--- src/rtl/mc_control_fsm.sv ---
// Multicycle RISC-V control FSM: Moore strobe decode, mem_ready handshakes, watchdog, sticky halt/fault.
// Optional performance counters are enabled with `define MC_PERF_CNT_EN.
module mc_control_fsm #(
  parameter int OPCODE_W    = 7,
  parameter int STATE_W     = 4,
  parameter int MEM_TIMEOUT = 16,
  parameter int CNT_W       = 32
) (
  input  logic                clk,
  input  logic                reset_n,
  input  logic [OPCODE_W-1:0] opcode,
  input  logic                bcond,
  input  logic                mem_ready,
  output logic                pc_write,
  output logic [1:0]          pc_source,
  output logic                i_or_d,
  output logic                mem_read,
  output logic                mem_write,
  output logic                ir_write,
  output logic [1:0]          mem_to_reg,
  output logic                reg_write,
  output logic                alu_src_a,
  output logic [1:0]          alu_src_b,
  output logic [1:0]          alu_op,
  output logic                is_halted,
  output logic                is_fault,
  output logic [STATE_W-1:0]  state,
  output logic [CNT_W-1:0]    cycle_cnt,
  output logic [CNT_W-1:0]    instret_cnt
);

  typedef enum logic [STATE_W-1:0] {
    S_IF      = STATE_W'(0),
    S_ID      = STATE_W'(1),
    S_EX_R    = STATE_W'(2),
    S_EX_I    = STATE_W'(3),
    S_WB_ALU  = STATE_W'(4),
    S_EX_ADDR = STATE_W'(5),
    S_MEM_LD  = STATE_W'(6),
    S_WB_LD   = STATE_W'(7),
    S_MEM_ST  = STATE_W'(8),
    S_BR      = STATE_W'(9),
    S_BR_TAKE = STATE_W'(10),
    S_JAL     = STATE_W'(11),
    S_JALR    = STATE_W'(12),
    S_HALT    = STATE_W'(13),
    S_FAULT   = STATE_W'(14)
  } state_t;

  localparam logic [OPCODE_W-1:0] OP_R    = OPCODE_W'(7'b0110011);
  localparam logic [OPCODE_W-1:0] OP_I    = OPCODE_W'(7'b0010011);
  localparam logic [OPCODE_W-1:0] OP_LD   = OPCODE_W'(7'b0000011);
  localparam logic [OPCODE_W-1:0] OP_ST   = OPCODE_W'(7'b0100011);
  localparam logic [OPCODE_W-1:0] OP_BR   = OPCODE_W'(7'b1100011);
  localparam logic [OPCODE_W-1:0] OP_JAL  = OPCODE_W'(7'b1101111);
  localparam logic [OPCODE_W-1:0] OP_JALR = OPCODE_W'(7'b1100111);
  localparam logic [OPCODE_W-1:0] OP_SYS  = OPCODE_W'(7'b1110011);

  localparam int             WD_W      = (MEM_TIMEOUT > 0) ? $clog2(MEM_TIMEOUT + 1) : 1;
  localparam logic           WD_ENABLE = (MEM_TIMEOUT > 0);
  localparam logic [WD_W-1:0] WD_LAST  = (MEM_TIMEOUT > 0) ? WD_W'(MEM_TIMEOUT - 1) : {WD_W{1'b0}};

  state_t          state_r;
  state_t          fsm_next_s;
  state_t          state_next_s;
  logic [WD_W-1:0] wd_r;
  logic            wait_state_s;
  logic            mem_stall_s;
  logic            wd_expire_s;

  // Watchdog qualifiers: memory-wait states stalled on mem_ready
  always_comb begin
    wait_state_s = (state_r == S_IF) || (state_r == S_MEM_LD) || (state_r == S_MEM_ST);
    mem_stall_s  = wait_state_s && !mem_ready;
    wd_expire_s  = WD_ENABLE && mem_stall_s && (wd_r == WD_LAST);
  end

  // Next-state sequencing; the watchdog overrides any stalled transition
  always_comb begin
    fsm_next_s = state_r;
    case (state_r)
      S_IF: begin
        if (mem_ready) fsm_next_s = S_ID;
        else           fsm_next_s = S_IF;
      end
      S_ID: begin
        case (opcode)
          OP_R:         fsm_next_s = S_EX_R;
          OP_I:         fsm_next_s = S_EX_I;
          OP_LD, OP_ST: fsm_next_s = S_EX_ADDR;
          OP_BR:        fsm_next_s = S_BR;
          OP_JAL:       fsm_next_s = S_JAL;
          OP_JALR:      fsm_next_s = S_JALR;
          OP_SYS:       fsm_next_s = S_HALT;
          default:      fsm_next_s = S_FAULT;
        endcase
      end
      S_EX_R:   fsm_next_s = S_WB_ALU;
      S_EX_I:   fsm_next_s = S_WB_ALU;
      S_WB_ALU: fsm_next_s = S_IF;
      S_EX_ADDR: begin
        if (opcode == OP_LD) fsm_next_s = S_MEM_LD;
        else                 fsm_next_s = S_MEM_ST;
      end
      S_MEM_LD: begin
        if (mem_ready) fsm_next_s = S_WB_LD;
        else           fsm_next_s = S_MEM_LD;
      end
      S_WB_LD:  fsm_next_s = S_IF;
      S_MEM_ST: begin
        if (mem_ready) fsm_next_s = S_IF;
        else           fsm_next_s = S_MEM_ST;
      end
      S_BR: begin
        if (bcond) fsm_next_s = S_BR_TAKE;
        else       fsm_next_s = S_IF;
      end
      S_BR_TAKE: fsm_next_s = S_IF;
      S_JAL:     fsm_next_s = S_IF;
      S_JALR:    fsm_next_s = S_IF;
      S_HALT:    fsm_next_s = S_HALT;
      S_FAULT:   fsm_next_s = S_FAULT;
      default:   fsm_next_s = S_FAULT;
    endcase
    state_next_s = wd_expire_s ? S_FAULT : fsm_next_s;
  end

  // State register
  always_ff @(posedge clk or negedge reset_n) begin
    if (!reset_n) state_r <= S_IF;
    else          state_r <= state_next_s;
  end

  // Consecutive-stall counter, cleared whenever the state moves
  always_ff @(posedge clk or negedge reset_n) begin
    if (!reset_n)                       wd_r <= {WD_W{1'b0}};
    else if (state_next_s != state_r)   wd_r <= {WD_W{1'b0}};
    else if (WD_ENABLE && mem_stall_s)  wd_r <= wd_r + WD_W'(1);
    else                                wd_r <= wd_r;
  end

  // Datapath strobes decoded from the registered state
  always_comb begin
    pc_write   = 1'b0;
    pc_source  = 2'b00;
    i_or_d     = 1'b0;
    mem_read   = 1'b0;
    mem_write  = 1'b0;
    ir_write   = 1'b0;
    mem_to_reg = 2'b00;
    reg_write  = 1'b0;
    alu_src_a  = 1'b0;
    alu_src_b  = 2'b00;
    alu_op     = 2'b00;
    is_halted  = 1'b0;
    is_fault   = 1'b0;
    case (state_r)
      S_IF: begin
        mem_read = 1'b1;
        ir_write = mem_ready;
      end
      S_ID: alu_src_b = 2'b01;
      S_EX_R: begin
        alu_src_a = 1'b1;
        alu_op    = 2'b10;
      end
      S_EX_I: begin
        alu_src_a = 1'b1;
        alu_src_b = 2'b10;
        alu_op    = 2'b10;
      end
      S_WB_ALU: begin
        reg_write = 1'b1;
        pc_write  = 1'b1;
      end
      S_EX_ADDR: begin
        alu_src_a = 1'b1;
        alu_src_b = 2'b10;
      end
      S_MEM_LD: begin
        i_or_d   = 1'b1;
        mem_read = 1'b1;
      end
      S_WB_LD: begin
        reg_write  = 1'b1;
        mem_to_reg = 2'b01;
        pc_write   = 1'b1;
      end
      S_MEM_ST: begin
        i_or_d    = 1'b1;
        mem_write = 1'b1;
        pc_write  = mem_ready;
      end
      S_BR: begin
        alu_src_a = 1'b1;
        alu_op    = 2'b01;
        pc_write  = !bcond;
      end
      S_BR_TAKE: begin
        alu_src_b = 2'b10;
        pc_write  = 1'b1;
        pc_source = 2'b01;
      end
      S_JAL, S_JALR: begin
        alu_src_a  = (state_r == S_JALR);
        alu_src_b  = 2'b10;
        reg_write  = 1'b1;
        mem_to_reg = 2'b10;
        pc_write   = 1'b1;
        pc_source  = 2'b01;
      end
      S_HALT: is_halted = 1'b1;
      S_FAULT: begin
        is_halted = 1'b1;
        is_fault  = 1'b1;
      end
      default: begin
        is_halted = 1'b0;
        is_fault  = 1'b0;
      end
    endcase
  end

  assign state = state_r;

`ifdef MC_PERF_CNT_EN
  logic [CNT_W-1:0] cycle_cnt_r;
  logic [CNT_W-1:0] instret_cnt_r;

  // Cycle counter runs while the core is live; a retire is any return to IF
  always_ff @(posedge clk or negedge reset_n) begin
    if (!reset_n) begin
      cycle_cnt_r   <= {CNT_W{1'b0}};
      instret_cnt_r <= {CNT_W{1'b0}};
    end else begin
      if ((state_r != S_HALT) && (state_r != S_FAULT)) cycle_cnt_r <= cycle_cnt_r + CNT_W'(1);
      else                                             cycle_cnt_r <= cycle_cnt_r;
      if ((state_next_s == S_IF) && (state_r != S_IF)) instret_cnt_r <= instret_cnt_r + CNT_W'(1);
      else                                             instret_cnt_r <= instret_cnt_r;
    end
  end

  assign cycle_cnt   = cycle_cnt_r;
  assign instret_cnt = instret_cnt_r;
`else
  assign cycle_cnt   = {CNT_W{1'b0}};
  assign instret_cnt = {CNT_W{1'b0}};
`endif

endmodule
--- config.mk ---
export PLATFORM = sky130hd
export DESIGN_NAME = mc_control_fsm
export DESIGN_NICKNAME = d
export VERILOG_FILES = /design/src/rtl/mc_control_fsm.sv
export SDC_FILE = /design/constraint.sdc
export NUM_CORES = 1
export LEC_CHECK = 0
export CAP_MARGIN = 20
export CORE_ASPECT_RATIO = 1.2
export CORE_MARGIN = 4
export CORE_UTILIZATION = 42
export DETAILED_ROUTE_END_ITERATION = 16
export PLACE_DENSITY = 0.88
export REMOVE_ABC_BUFFERS = 1
export SYNTH_ARGS = -nofsm -noshare
export SYNTH_HDL_FRONTEND = slang
export SYNTH_SLANG_ARGS = --single-unit
--- constraint.sdc ---
create_clock -name clk -period 5.6 [get_ports clk]
set_clock_uncertainty 0.2 [all_clocks]
set_input_delay 1.68 -clock clk [delete_from_list [all_inputs] [get_ports clk]]
set_output_delay 1.68 -clock clk [all_outputs]
set_load 0.02 [all_outputs]
* Yosys cells after proc, flatten, opt, wreduce, memory -nomap -nowiden
Cells that the tools add are included.
Widths: inputs -> output; s select.
** Word-level totals
- Register bits :: 9
- Bits of input ports :: 11
- Output and inout port bits :: 85
** Operators by class
- Add/subtract/negate cells :: 1
- Equality and inequality tests :: 24
- Multiplexer cells :: 23
- Reduce and logical (&&, ||, !) cells :: 19
** Operators by type and width (count)
- $pmux 4 s9 :: 1
- $eq 4x4->1 const B :: 7
- $eq 7x7->1 const B :: 4
- $pmux 4 s7 :: 1
- $eq 4x3->1 const B :: 4
- $mux 4 :: 4
- $eq 7x6->1 const B :: 2
- $pmux 2 s2 :: 3
- $reduce_or 2->1 :: 6
- $mux 1 :: 10
- $mux 5 :: 2
- $reduce_or 5->1 :: 2
- $eq 4x2->1 const B :: 2
- $reduce_or 4->1 :: 2
- $eq 7x2->1 const B :: 1
- $eq 7x5->1 const B :: 1
- $add 5x1->5 const B :: 1
- $eq 5x4->1 const B :: 1
- $eq 4x1->1 const B :: 1
- $logic_not 4->1 :: 1
- $ne 4x4->1 :: 1
- $pmux 1 s3 :: 1
- $reduce_or 3->1 :: 1
- $logic_and 1x1->1 :: 2
- other kinds (4) :: 6

* Longest topological paths before layout
Gate-level depths: netlist of the first run.
- Word-level depth :: 8
- Gate-level depth with buffers :: 8

* Worst setup path after synthesis of the first run
Ideal clock, no wire load.
- Path type :: input to output
- Start point :: input port bcond
- End point :: output port pc_write
- Data arrival time :: 2306 ps
- Data required time :: 3720 ps
- Path slack :: 1414 ps
- Cell stages on the path :: 2
- Path through :: o21a_1 -> o21ai_0
** Between the ends
- Word-level cells in the longest chain between the ends :: 2
** RTL lines
- from (decl) :: line 12 : input logic bcond,
- $logic_not 1->1 :: line 197 : pc_write = !bcond;
- $pmux 1 s3 :: line 157 : case (state_r)
- to (decl) :: line 14 : output logic pc_write,
No other way between the ends.

* Worst setup path after layout of the first run
- Start point :: input port mem_ready
- End point :: output port pc_write
** Between the ends
- Word-level cells in the longest chain between the ends :: 1
** RTL lines
- from (decl) :: line 13 : input logic mem_ready,
- $pmux 1 s3 :: line 157
No other way between the ends.

==> metrics.csv, run 1 <==
metric,value,unit
Final Slew Violations,0,
maximum buffer depth of the clock tree,2,
router iterations before antenna repair,4,
RSZ-0062 raised after global routing,false,
postcts setup bufs,0,
cell area after synthesis,1640,µm²
Final Hold Vio Count,0,
Final HPWL DP,2780,µm
Avg Synthesized Cell Area,7.53,µm²
WL/cell,12.1,µm
initial antenna violation count,0,
top-level I/O count,96,
Worst VDD drop,0.000166,V
Post-synth EDFFs,0,
Clock Power Share,0.106,
Tcrit/Tclk final,0.913,
Final #Nets,256,
Critical Path Fanout Max,6,
worst path arrival time,3230,ps
Max Freq,196,MHz
Post-CTS Hold Fix Bufs,0,
Setup Crit Path Kind,in2out,
total global routing track utilization,0.135,
clock slew at reported path FFs,40,ps
shortest period the worst path allows,5110,ps
Syn Inst Count,218,
final antenna-violating net count,0,
vias in the first global route,1270,
Final Util,0.476,
die height,76.5,µm
die outline width,65.1,µm
sequential area share after synthesis,0.137,
input/output buffers,30,
TritonCTS clock tree,done,
vias,1434,
Die Area,4980,µm²
Worst-Skew Late Latency,230,ps
Sink Count,9,
largest net degree at the start of global routing,27,
YS warnings,0,
share of cells above drive strength 1,0.0661,
"FFs w/ async S/R, synth",1.00,
initial core utilization,0.444,
core area,3690,µm²
Hold WS,425,ps
Pwr Total,0.694,mW
sw frac,0.528,
row count,24,
Area growth syn-to-layout,7.09,%
LEAKAGE,0.789,nW
Worst Hold Class,reg2reg,
Final Setup Violations,0,
CTS resizes,0,
ANT cells,0,
Root Driver,clkbuf_8,
Final TNS setup,0,ps
worst slew pin tran,780,ps
share of power burned in registers,0.207,
drc violations,0,
first-pass GRT wire length,5640,µm
htree depth,1,
Int Pwr,0.327,mW
Yosys reg bits,9,
Routed WL,3560,µm
Max-cap violations,0,
outcome,"complete, no violations",
Main synth FF type,dfrtp_1,
Starting DRT DRC Count,47,
Psw,0.367,mW
Power Dens Cells,395,nW/µm²
CTS buffer count,3,
Synth cell types,59,
Logic pwr share,0.687,
Max-slew headroom,0.480,
critical path startpoint category,input port,
Vias/cell,4.88,
Worst Setup End Kind,primary output,
RD Place Congestion,0.836,
Overflow after GRT,0,
CP Data Required Time,3720,ps
## registers in the layout, indices dropped and copies added, names as in the netlist
signal	count
wd_r	5
state	4
## critical path, cell delays in order
cell	delay (ps)
clkdlybuf4s50_1	560
a21oi_1	90
o21a_1	130
o21ai_0	140
clkdlybuf4s50_1	630
## synthesized netlist by cell type, types with 4 or more instances
cell type | count | area share
buf_4 | 65 | 0.30
nor2_1 | 18 | 0.041
nand2_1 | 14 | 0.032
nor3_1 | 11 | 0.034
dfrtp_1 | 9 | 0.14
nand3_1 | 8 | 0.024
a21oi_1 | 7 | 0.021
o21ai_0 | 6 | 0.018
inv_1 | 5 | 0.011
buf_2 | 4 | 0.012
nand2b_1 | 4 | 0.015
## layout make-up
cell class	instances	area, µm²
inverter	5	18.8
timing repair buffer	30	300
sequential	9	225
tap	52	65.1
multi-input combinational	194	1100
clock buffer	4	45.0
fill	344	1940
## metrics by stage
stage	cell area [µm²]	setup slack (ps)	std cells
after CTS	1760	496	294
after global placement	1710	514	290
after global routing	1760	443	294
after detailed placement	1710	497	290
final	1760	486	294
after floorplan	1350	1390	208
## placed cells by master (no fill, tap or decap), drive strengths merged, types with 7 or more instances in the layout
cell / n
a21oi: 8
clkdlybuf4s50: 30
conb: 65
dfrtp: 9
nand2: 14
nand3: 8
nor2: 18
nor3: 11
o21ai: 7
## power groups by stage
stage | clock network [mW] | registers, mW | logic (mW)
floorplan | 0 | 0.139 | 0.308
global placement | 0 | 0.141 | 0.467
detailed placement | 0 | 0.143 | 0.471
CTS | 0.0753 | 0.142 | 0.474
global route | 0.0796 | 0.150 | 0.513
finish | 0.0733 | 0.144 | 0.477
## per-layer routing
layer | global-route usage | wire length [µm]
met1 | 0.159 | 1350
met2 | 0.240 | 1780
met3 | 0.0147 | 351
met4 | 0.0643 | 72
met5 | 0 | 0
## cells by family (layout without fill, tap and decap cells)
| kind of cell | after synthesis | after routing | share of synthesized area |
|---|---|---|---|
| other | 1 | 65 | 0.00228 |
| buffers and inverters | 79 | 39 | 0.337 |
| multiplexers | 3 | 3 | 0.0221 |
| AND/OR/NAND/NOR | 76 | 76 | 0.258 |
| flip-flops | 9 | 9 | 0.137 |
| XOR/XNOR | 3 | 3 | 0.0160 |
| adder cells (fa/ha/maj) | 2 | 2 | 0.0152 |
| AO/OA/AOI/OAI | 45 | 45 | 0.213 |
## path summary, 6_finish.rpt
| kind | startpoint | end | slack (ps) | cells past startpoint |
|---|---|---|---|---|
| setup / recovery | mem_ready | pc_write | 490 | 5 |
| hold / removal | wd_r[2] | wd_r[2] | 430 | 3 |
| setup reg to reg | wd_r[0] | wd_r[4] | 3040 | 8 |
| hold reg to reg | wd_r[2] | wd_r[2] | 430 | 3 |
| max in group asynchronous | reset_n | state[0] | 3380 | 1 |
| min in group asynchronous | reset_n | wd_r[1] | 1540 | 1 |
(Power assumes the default switching activity.)
==> inputs of run 2 (changes only) <==
--- a/config.mk
+++ b/config.mk
@@ -7,11 +7,12 @@
 export LEC_CHECK = 0
 export CAP_MARGIN = 20
 export CORE_ASPECT_RATIO = 1.2
-export CORE_MARGIN = 4
 export CORE_UTILIZATION = 42
 export DETAILED_ROUTE_END_ITERATION = 16
 export PLACE_DENSITY = 0.88
+export RECOVER_POWER = 50
 export REMOVE_ABC_BUFFERS = 1
+export SKIP_CTS_REPAIR_TIMING = 1
 export SYNTH_ARGS = -nofsm -noshare
 export SYNTH_HDL_FRONTEND = slang
 export SYNTH_SLANG_ARGS = --single-unit
==> metrics.csv, run 2 (synthesized netlist as in run 1, its figures left out) <==
metric,value,unit,change
maximum buffer depth of the clock tree,2,,unchanged
first-pass GRT wire length,5200,µm,-7.8%
initial core utilization,0.444,,unchanged
clock slew at reported path FFs,40,ps,about the same
Reg2Reg Setup Slack,3000,ps,-40 ps
Max-slew headroom,0.496,,+0.0163
Sink Count,9,,unchanged
LEAKAGE,0.798,nW,+1.1%
vias,1427,,-0.49%
Overflow after GRT,0,,unchanged
Root Driver,clkbuf_8,,
Max-cap violations,0,,unchanged
setup ws final,422,ps,-63.9 ps
Routed WL,3290,µm,-7.8%
Worst Hold Class,reg2reg,,
Final Setup Violations,0,,unchanged
htree depth,1,,unchanged
Critical Path Fanout Max,6,,unchanged
Reg with most FFs,wd_r,,
final antenna-violating net count,0,,unchanged
total global routing track utilization,0.161,,+0.0255
Die Area,4160,µm²,-16%
Starting DRT DRC Count,108,,+130%
initial antenna violation count,0,,unchanged
Final TNS setup,0,ps,unchanged
Worst R2R End,wd_r[4],,
top-level I/O count,96,,unchanged
row count,24,,unchanged
beginning of the worst hold path,wd_r[2],,
Final Slew Violations,0,,unchanged
worst path arrival time,3300,ps,+70 ps
Worst VDD drop,0.000152,V,-8.3%
CTS buffer count,3,,unchanged
WL/cell,11.2,µm,-7.8%
TritonCTS clock tree,done,,
Final #Nets,256,,unchanged
vias in the first global route,1109,,-13%
Place WS,500,ps,+3.30 ps
RD Place Congestion,0.838,,+0.22%
ANT cells,0,,unchanged
worst slew pin tran,755,ps,-24.5 ps
worst hold path depth,3,,unchanged
Vias/cell,4.85,,-0.49%
CP Data Required Time,3720,ps,about the same
critical path startpoint category,input port,,
worst r2r src,wd_r[0],,
input/output buffers,30,,unchanged
Reg2Reg Depth,8,,unchanged
outcome,"complete, no violations",,
hold-critical path endpoint,wd_r[2],,
"Slowest-stage cell, CP",dlygate4sd3_1,,
router iterations before antenna repair,4,,unchanged
share of cells above drive strength 1,0.0661,,unchanged
Worst-Skew Late Latency,240,ps,about the same
core area,3690,µm²,unchanged
shortest period the worst path allows,5180,ps,+63.9 ps
Area growth syn-to-layout,7.09,%,unchanged
Power Dens Cells,392,nW/µm²,-0.73%
RSZ-0062 raised after global routing,false,,
drc violations,0,,unchanged
CP peak stage delay,620,ps,about the same
Max Freq,193,MHz,-1.2%
Tcrit/Tclk final,0.925,,+0.0114
Setup Crit Path Kind,in2out,,
cells along the critical path,"dlygate4sd3_1, a21oi_1, o21a_1, o21ai_0, clkdlybuf4s50_1",,
Final HPWL DP,2550,µm,-8.6%
die outline width,59.1,µm,-9.2%
Hold WS,414,ps,-10.8 ps
max reg flops,5,,unchanged
largest net degree at the start of global routing,27,,unchanged
most frequent cells in the layout,"65 x conb_1, 22 x clkdlybuf4s50_1, 18 x nor2_1, 14 x nand2_1, 11 x nor3_1",,
"most common cell after layout, fill and taps aside",conb_1,,
die height,70.5,µm,-7.8%
Final Hold Vio Count,0,,unchanged
Worst Setup End Kind,primary output,,
-- run 2: final cells by class --
cell class                      count  area (µm²)
Clock buffer                        4        45.0
Fill cell                         357        1940
Inverter                            5        18.8
Multi-Input combinational cell    194        1100
Sequential cell                     9         225
Tap cell                           52        65.1
Timing Repair Buffer               30         300
-- run 2: worst max-delay path by stage --
stage | from | endpoint
6_report | mem_ready | pc_write
5_1_grt | mem_ready | pc_write
4_1_cts | mem_ready | pc_write
3_5_place_dp | mem_ready | pc_write
3_3_place_gp | mem_ready | pc_write
2_1_floorplan | mem_ready | pc_write
-- run 2: layer usage --
layer | global-route usage | share of wire
met1 | 0.200 | 0.39
met2 | 0.261 | 0.50
met4 | 0.0926 | 0.025
met3 | 0.0185 | 0.080
met5 | 0 | 0
-- run 2: worst max-delay path: cells and delay by family --
family,cells,cell delay [ps]
AO/OA/AOI/OAI,3,360
buffers and inverters,2,1240
-- run 2: stage by stage --
stage | utilization | total power [mW] | area [µm²] | cells
4_1_cts | 0.476 | 0.692 | 1760 | 294
3_3_place_gp | 0.464 | 0.606 | 1710 | 290
5_1_grt | 0.476 | 0.737 | 1760 | 294
2_1_floorplan | - | 0.447 | 1350 | 208
3_5_place_dp | 0.464 | 0.615 | 1710 | 290
6_report | 0.476 | 0.689 | 1760 | 294
-- run 2: where the power goes --
part | switching (mW) | internal, mW | total (mW)
combinational | 0.275 | 0.195 | 0.470
clock | 0.0255 | 0.0496 | 0.0751
sequential | 0.0655 | 0.0778 | 0.143
